`config.mk`:
```
export PLATFORM = sky130hd
export DESIGN_NAME = if_fetch_unit
export DESIGN_NICKNAME = d
export VERILOG_FILES = /design/src/rtl/if_fetch_unit.sv
export SDC_FILE = /design/constraint.sdc
export NUM_CORES = 1
export LEC_CHECK = 0
export ABC_CLOCK_PERIOD_IN_PS = 3850
export BUFFER_PORTS_ARGS = -buffer_cell sky130_fd_sc_hd__clkbuf_2
export CELL_PAD_IN_SITES_DETAIL_PLACEMENT = 1
export CELL_PAD_IN_SITES_GLOBAL_PLACEMENT = 1
export CORE_ASPECT_RATIO = 1.75
export CORE_UTILIZATION = 44
export CTS_CLUSTER_DIAMETER = 60
export DETAILED_ROUTE_END_ITERATION = 10
export MAX_ROUTING_LAYER = met4
export PLACE_DENSITY_LB_ADDON = 0.1
export SETUP_SLACK_MARGIN = 0.5
export SKIP_CTS_REPAIR_TIMING = 1
export SYNTH_ARGS = -nofsm -noshare
export SYNTH_HDL_FRONTEND = slang
export SYNTH_SLANG_ARGS = --single-unit
```
`constraint.sdc`:
```
create_clock -name clk_i -period 3.85 [get_ports clk_i]
set_input_delay 0.1925 -clock clk_i [delete_from_list [all_inputs] [get_ports clk_i]]
set_output_delay 0.1925 -clock clk_i [all_outputs]
set_load 0.05 [all_outputs]
```
`src/rtl/if_fetch_unit.sv`:
```
// Instruction-fetch stage: owns the PC, issues one-outstanding imem requests and
// buffers returned words in a DEPTH-entry {pc+4, inst} queue. Optional IFU_STATS_EN adds counters.
module if_fetch_unit #(
  parameter int          DEPTH    = 4,
  parameter logic [31:0] RESET_PC = 32'h0
) (
  input  logic        clk_i,
  input  logic        rst_i,
  input  logic        start_i,
  input  logic        stall_i,
  input  logic        flush_i,
  input  logic [31:0] target_i,
  output logic        imem_req_o,
  output logic [31:0] imem_addr_o,
  input  logic        imem_ack_i,
  input  logic [31:0] imem_rdata_i,
  output logic [31:0] pc_o,
  output logic [31:0] inst_o,
  output logic        valid_o
`ifdef IFU_STATS_EN
  ,
  output logic [31:0] bubble_cnt_o,
  output logic [31:0] flush_cnt_o
`endif
);

  localparam int AW = (DEPTH > 1) ? $clog2(DEPTH) : 1;

  typedef enum logic [1:0] {S_IDLE, S_REQ, S_DROP} state_t;

  state_t        r_state;
  logic [31:0]   r_fetch_pc;
  logic [31:0]   r_addr;
  logic          r_req;
  logic [31:0]   r_q_pc   [DEPTH];
  logic [31:0]   r_q_inst [DEPTH];
  logic [AW-1:0] r_wr_ptr;
  logic [AW-1:0] r_rd_ptr;
  logic [AW:0]   r_count;

  logic          w_valid;
  logic          w_pop;
  logic          w_push;
  logic [AW:0]   w_count_nxt;
  logic          w_space;
  logic [31:0]   w_target;
  logic [31:0]   w_addr_inc;
  logic [31:0]   w_redir;

  assign w_valid     = (r_count != '0);
  assign w_pop       = w_valid & ~stall_i & ~flush_i;
  assign w_push      = (r_state == S_REQ) & imem_ack_i & ~flush_i;
  assign w_count_nxt = r_count + {{AW{1'b0}}, w_push} - {{AW{1'b0}}, w_pop};
  // Space left for one more request once this cycle's push/pop have settled
  assign w_space     = (w_count_nxt < (AW+1)'(DEPTH));
  assign w_target    = {target_i[31:2], 2'b00};
  assign w_addr_inc  = r_addr + 32'd4;
  // In DROP the saved redirect target lives in r_fetch_pc; a new flush overrides it
  assign w_redir     = flush_i ? w_target : r_fetch_pc;

  assign imem_req_o  = r_req;
  assign imem_addr_o = r_addr;
  assign valid_o     = w_valid;
  assign pc_o        = w_valid ? r_q_pc[r_rd_ptr]   : 32'h0;
  assign inst_o      = w_valid ? r_q_inst[r_rd_ptr] : 32'h0;

  always_ff @(posedge clk_i) begin
    if (w_push) begin
      r_q_pc[r_wr_ptr]   <= w_addr_inc;
      r_q_inst[r_wr_ptr] <= imem_rdata_i;
    end
  end

  always_ff @(posedge clk_i or posedge rst_i) begin
    if (rst_i) begin
      r_wr_ptr <= '0;
      r_rd_ptr <= '0;
      r_count  <= '0;
    end else if (flush_i) begin
      r_wr_ptr <= '0;
      r_rd_ptr <= '0;
      r_count  <= '0;
    end else begin
      if (w_push) r_wr_ptr <= r_wr_ptr + 1'b1;
      if (w_pop)  r_rd_ptr <= r_rd_ptr + 1'b1;
      r_count <= w_count_nxt;
    end
  end

  always_ff @(posedge clk_i or posedge rst_i) begin
    if (rst_i) begin
      r_state    <= S_IDLE;
      r_fetch_pc <= RESET_PC;
      r_req      <= 1'b0;
      r_addr     <= 32'h0;
    end else begin
      case (r_state)
        S_IDLE: begin
          if (flush_i) begin
            r_fetch_pc <= w_target;
          end else if (start_i && w_space) begin
            r_state <= S_REQ;
            r_req   <= 1'b1;
            r_addr  <= r_fetch_pc;
          end
        end
        S_REQ: begin
          if (imem_ack_i) begin
            if (flush_i) begin
              r_fetch_pc <= w_target;
              if (start_i) begin
                r_addr <= w_target;
              end else begin
                r_state <= S_IDLE;
                r_req   <= 1'b0;
              end
            end else begin
              r_fetch_pc <= w_addr_inc;
              if (start_i && w_space) begin
                r_addr <= w_addr_inc;
              end else begin
                r_state <= S_IDLE;
                r_req   <= 1'b0;
              end
            end
          end else if (flush_i) begin
            r_fetch_pc <= w_target;
            r_state    <= S_DROP;
          end
        end
        S_DROP: begin
          r_fetch_pc <= w_redir;
          if (imem_ack_i) begin
            if (start_i) begin
              r_state <= S_REQ;
              r_addr  <= w_redir;
            end else begin
              r_state <= S_IDLE;
              r_req   <= 1'b0;
            end
          end
        end
        default: begin
          r_state <= S_IDLE;
          r_req   <= 1'b0;
        end
      endcase
    end
  end

`ifdef IFU_STATS_EN
  logic [31:0] r_bubble_cnt;
  logic [31:0] r_flush_cnt;

  always_ff @(posedge clk_i or posedge rst_i) begin
    if (rst_i) begin
      r_bubble_cnt <= 32'h0;
      r_flush_cnt  <= 32'h0;
    end else begin
      if (!w_valid && !stall_i && start_i && (r_bubble_cnt != 32'hFFFF_FFFF))
        r_bubble_cnt <= r_bubble_cnt + 32'd1;
      if (flush_i && (r_flush_cnt != 32'hFFFF_FFFF))
        r_flush_cnt <= r_flush_cnt + 32'd1;
    end
  end

  assign bubble_cnt_o = r_bubble_cnt;
  assign flush_cnt_o  = r_flush_cnt;
`endif

endmodule
```
---- Yosys cells after proc, flatten, opt, wreduce, memory -nomap -nowiden ----
Memories as Yosys holds them, arrays and structs flattened.
Cells that the tools add are included.
operators by class
  add/sub/neg operators ................... 5
  magnitude comparators ................... 1
  eq/ne operators ......................... 12
  multiplexer cells ....................... 40
  bitwise operators ....................... 6
  reduce and logical (&&, ||, !) cells .... 11
operators by type and width
  operator                                                          count
  32-bit 2-to-1 mux                                                 13
  32-bit case mux with 3 select lines                               1
  32-bit case mux with 2 select lines                               1
  32-bit by 3-bit adder with 32-bit output (second input constant)  1
  2-bit 2-to-1 mux                                                  12
  1-bit 2-to-1 mux                                                  10
  2-bit != test (second input constant)                             5
  3-bit != test (second input constant)                             3
  8-bit AND reduction                                               1
  2-bit case mux with 3 select lines                                1
  6-bit AND reduction                                               1
  2-bit nonzero test                                                3
  3-bit nonzero test                                                2
  5-bit AND reduction                                               1
  2-bit by 1-bit adder with 2-bit output (second input constant)    2
  1-bit bitwise AND                                                 4
  4-bit != test (second input constant)                             1
  3-bit by 1-bit adder with 3-bit output                            1
  3-bit less-than comparator (second input constant)                1
  3-bit 2-to-1 mux                                                  1
  3-bit by 2-bit != test with 1-bit output (second input constant)  1
  1-bit case mux with 3 select lines                                1
  3-bit by 1-bit subtractor with 3-bit output                       1
  2-bit by 1-bit == test with 1-bit output (second input constant)  1
  5 further kinds                                                   6
storage, ports and cells
  flip-flop bits (word level) ............. 74
  bits in writable memories ............... 256
  memories kept ........................... 2
memories
  memory    words  width  rd ports  clocked after memory_dff  wr ports  line  RTL
  r_q_inst  4      32     1         0                         1         36    logic [31:0] r_q_inst [DEPTH];
  r_q_pc    4      32     1         0                         1         35    logic [31:0] r_q_pc [DEPTH];

---- Depth between registers and ports, before layout ----
  depth after elaboration ................. 11
  gate-level depth with buffers ........... 19

---- Least setup slack after synthesis ----
OpenSTA, ideal clock, no wires.
  path kind ............................... reg2reg
  start ................................... reg r_state[1]
  end ..................................... reg r_addr[27], in the netlist imem_addr_o[27]
  library setup time ...................... 131 ps
  arrival ................................. 3,474 ps
  data required time ...................... 3,719 ps
  path slack .............................. 245 ps
  stages on the path, launching flop included .. 20
  path through ............................ dfrtp_1 -> inv_1 -> ha_1 -> buf_2 -> nor2b_1 -> clkbuf_1 -> nand2_1 -> ha_1 -> inv_1 -> ha_1 -> inv_1 -> fa_1 -> xor2_1 -> xnor2_1 -> a32oi_1 -> or3_4 -> buf_6 -> buf_6 -> a21oi_1 -> o32ai_2
on the way
  longest elaborated chain between the ends .. 9
  elaborated cells between the ends (all ways) .. 19
  classes of those cells .................. add/sub (2); order compare (1); eq/ne (9); mux (1); bitwise (2); reduce/logical (4)
RTL lines
  what                                                                                        line      RTL
  start, declared                                                                             31        state_t r_state;
  start signal, assigned                                                                      92        r_state <= S_IDLE;
  start signal, assigned                                                                      102       r_state <= S_REQ;
  start signal, assigned                                                                      114       r_state <= S_IDLE;
  2-bit by 1-bit == test with 1-bit output                                                    52, 97
  1-bit bitwise AND (2 in a row)                                                              52        assign w_push = (r_state == S_REQ) & imem_ack_i & ~flush_i;
  3-bit by 1-bit adder with 3-bit output                                                      53        assign w_count_nxt = r_count + {{AW{1'b0}}, w_push} - {{AW{1'b0}}, w_pop};
  3-bit by 1-bit subtractor with 3-bit output                                                 53
  3-bit less-than comparator                                                                  55        assign w_space = (w_count_nxt < (AW+1)'(DEPTH));
  1-bit logical AND                                                                           101, 119
  3-bit by 2-bit != test with 1-bit output (no line) / 2-bit != test (equally long branches)  n/a
  8-bit AND reduction (no line)                                                               n/a
  end signal, assigned                                                                        104       r_addr <= r_fetch_pc;
  end signal, assigned                                                                        112       r_addr <= w_target;
  end signal, assigned                                                                        120       r_addr <= w_addr_inc;
  end, declared                                                                               33        logic [31:0] r_addr;
Several ways; a longest one is shown, not always the timed one.
A chain may end at the register's enable or synchronous reset.

---- Worst setup path after layout ----
  start ................................... reg r_state[1]
  end ..................................... reg r_addr[14], in the netlist imem_addr_o[14]
Same word-level chain as after synthesis.

==> summary.md <==
| Metric | Value |
|---|---|
| Port-buffer cells | `approximately 170` |
| Post-DP HPWL | `between 20000 and 25000 um` |
| WP data required | `around 4.3 ns` |
| Commonest non-fill, non-tap cell in the layout | `edfxtp_1` |
| RSZ-0062 raised after global routing | `yes` |
| Synthesized flop and latch total | `330` |
| GRT Residual Overflow | `0` |
| Crit path capture type | `flop` |
| Synthesized cell area | `around 15000 um^2` |
| Maximum VDD drop | `708 uV` |
| CTS max path bufs | `3` |
| Pre-CTS WS | `around 0.37 ns` |
| Largest net degree at the start of global routing | `66` |
| Area of placed instances | `roughly 16000 um^2` |
| Syn Inst Count | `~970` |
| Global placer's final weighted congestion | `0.803` |
| Clk slew on worst S/H paths | `0.07 ns` |
| Clk Latency, worst-skew pair | `roughly 0.57 ns` |
| Final Power | `between 10 and 15 mW` |
| Average size of a mapped cell | `about 15 um^2` |
| Main synth FF type | `edfxtp_1` |
| 1st-iter DRT viols | `~450` |
| Setup TNS | `0 ns` |
| Fillers | `~3200` |
| Hold Slack | `-0.0328 ns` |
| Final Hold Vio Count | `8` |
| Syn_nets | `1056` |
| # Max-Cap Violations | `0` |
| Warnings from Yosys | `0` |
| Share of post-route cells with drive strength above 1 | `0.289` |
| First-pass GRT wire length | `approximately 56000 um` |
| DR pass1 iterations | `5` |
| Worst Hold Class | `in -> reg` |
| Vias in the first global route | `between 9000 and 10000` |
| Distinct cells, synth | `67` |
| GRT Overall Usage | `0.227` |
| Core area | `32300 um^2` |
| Final setup vio count | `0` |
| Starting Density | `0.450` |
| Die area | `~34000 um^2` |
| Drt total wl | `roughly 38000 um` |
| Post-synthesis sequential area ratio | `0.656` |
| Antenna Cells | `0` |
| Post-synth EDFFs | `approximately 260` |
| Total power per unit cell area | `slightly above 800 nW/um^2` |
| Startpoint types | `flop` |
| H-tree levels | `1` |
| Status | `finished with violations` |
| Final Skew | `between 0.015 and 0.02 ns` |
| Kind of critical path | `reg -> reg` |
| Worst slew margin | `0.321` |
| Boundary pin count | `168` |
| Leak | `6.49 nW` |
| Commonest non-fill, non-tap cells in the layout | `256 x edfxtp_1, 165 x clkbuf_2, 71 x dfrtp_1, 65 x and2_1, 64 x mux4_2` |
| Worst path arrival time | `about 3.7 ns` |
| Worst Path Max Fanout | `7` |
| Fin crit share | `0.850` |
| Final antenna-violating net count | `0` |
| Clk sinks | `330` |
| Worst setup margin | `~0.58 ns` |
| DR vias | `around 9400` |
| Root buffer cell | `clkbuf_16` |
| Slew @ Worst Pin | `1.02 ns` |
| Die Wd | `about 140 um` |
| Achievable Freq | `0.305 GHz` |
| Number of buffers created by CTS | `30` |
| Async set-reset flop share out of synthesis | `0.224` |
| Row count | `87` |
| CTS tree | `yes` |
| Area delta synth->final | `21.0%` |
| Pins Over Slew Limit | `0` |
| Fin area | `approximately 18000 um^2` |
| DRC violations left | `0` |
| Die height | `242 um` |
| Wirelength per Cell | `around 24 um` |
| Initial antenna violation count | `0` |
| Final nets | `1277` |
| Via/cell ratio | `5.81` |
| Final worst path period need | `3.27 ns` |
| Failing checks | `hold timing` |
[metal layers]
metal	GRT usage	routed length (um)	share of wire	up-vias
li1	-	-	-	4206
met4	0.0794	1440	0.038	0
met3	0.0257	1540	0.040	89
met1	0.261	14900	0.39	4835
met5	-	0	0	-
met2	0.406	20200	0.53	264
[worst max-delay path, cell delays in order, from the launching register on]
cell and delay, ns:
dfrtp_1 0.41, inv_2 0.11, ha_4 0.14, nor2b_4 0.15
nand2_2 0.08, ha_4 0.26, inv_4 0.06, ha_4 0.12
inv_2 0.04, fa_2 0.36, xor2_2 0.16, xnor2_2 0.21
a32oi_4 0.23, or3_4 0.52, a41oi_1 0.20, o22ai_1 0.10
[where the power goes]
group | switching, mW | leakage [nW] | total (mW) | internal, mW
registers | 0.526 | 3.22 | 5.03 | 4.50
logic | 4.35 | 2.76 | 6.37 | 2.02
clock network | 1.30 | 0.510 | 3.22 | 1.93
total | 6.17 | 6.49 | 14.6 | 8.45
[flip-flops by register name, indices dropped and copies added (netlist names)]
name and cells:
r_q_inst 128, r_rd_ptr 2, imem_req_o 1, r_q_pc 128, r_fetch_pc 32, r_count 3, r_wr_ptr 2, r_state 2
imem_addr_o 32
[kinds of logic (layout without fill, tap and decap cells)]
logic type | after synthesis | count (layout) | synth area share
AO/OA/AOI/OAI | 194 | 194 | 0.0909
XOR/XNOR | 33 | 33 | 0.0199
adder cells (fa/ha/maj) | 13 | 13 | 0.0117
buffers and inverters | 85 | 325 | 0.0273
flip-flops | 330 | 330 | 0.656
multiplexers | 71 | 71 | 0.104
AND/OR/NAND/NOR | 247 | 252 | 0.0899
[synthesized netlist by cell type, types with 6 or more instances]
cell | n | area, um^2
edfxtp_1 | 256 | 7690
dfrtp_1 | 74 | 1850
and2_1 | 65 | 407
mux4_2 | 64 | 1440
nor2_1 | 61 | 229
o21ai_0 | 50 | 250
nand2_1 | 47 | 176
a21oi_1 | 36 | 180
clkbuf_1 | 30 | 113
inv_1 | 25 | 93.8
nand3_1 | 22 | 110
xnor2_1 | 20 | 175
a22oi_1 | 16 | 120
nor3_1 | 15 | 75.1
o22ai_1 | 15 | 93.8
xor2_1 | 13 | 114
ha_1 | 12 | 150
buf_2 | 11 | 55.1
a221oi_1 | 10 | 87.6
a21o_1 | 8 | 60.1
o22a_1 | 8 | 70.1
buf_1 | 7 | 26.3
a221o_1 | 6 | 60.1
a222oi_1 | 6 | 60.1
a22o_1 | 6 | 52.6
and3_1 | 6 | 37.5
nor2b_1 | 6 | 37.5
[metrics by stage]
step,utilization,cells
final,0.544,1618
after floorplan,-,973
after global placement,0.491,1507
after detailed placement,0.491,1507
after global routing,0.544,1618
after CTS,0.524,1563
[final timing paths]
kind / depth (start not counted) / slack [ns] / endpoint / start
worst max-delay path: 15 / 0.58 / imem_addr_o[14] / r_state[1]
min in group asynchronous: 3 / 0.38 / r_fetch_pc[21] / rst_i
worst min register to register: 2 / 0.51 / r_fetch_pc[11] / r_fetch_pc[11]
worst max register to register: 15 / 0.58 / imem_addr_o[14] / r_state[1]
max in group asynchronous: 4 / 2.64 / r_rd_ptr[0] / rst_i
worst min-delay path: 3 / -0.03 / r_fetch_pc[26] / target_i[26]
[cell type report]
type	instances	area, um^2	area share
flip-flops and latches	330	9550	0.542
multi-input cells	563	4780	0.272
repair buffers	242	1600	0.0912
clock buffers	45	848	0.0482
well taps	400	500	0.0284
clock inverters	11	214	0.0122
inverters	27	104	0.00590
Power figures use the tool's default switching activity.
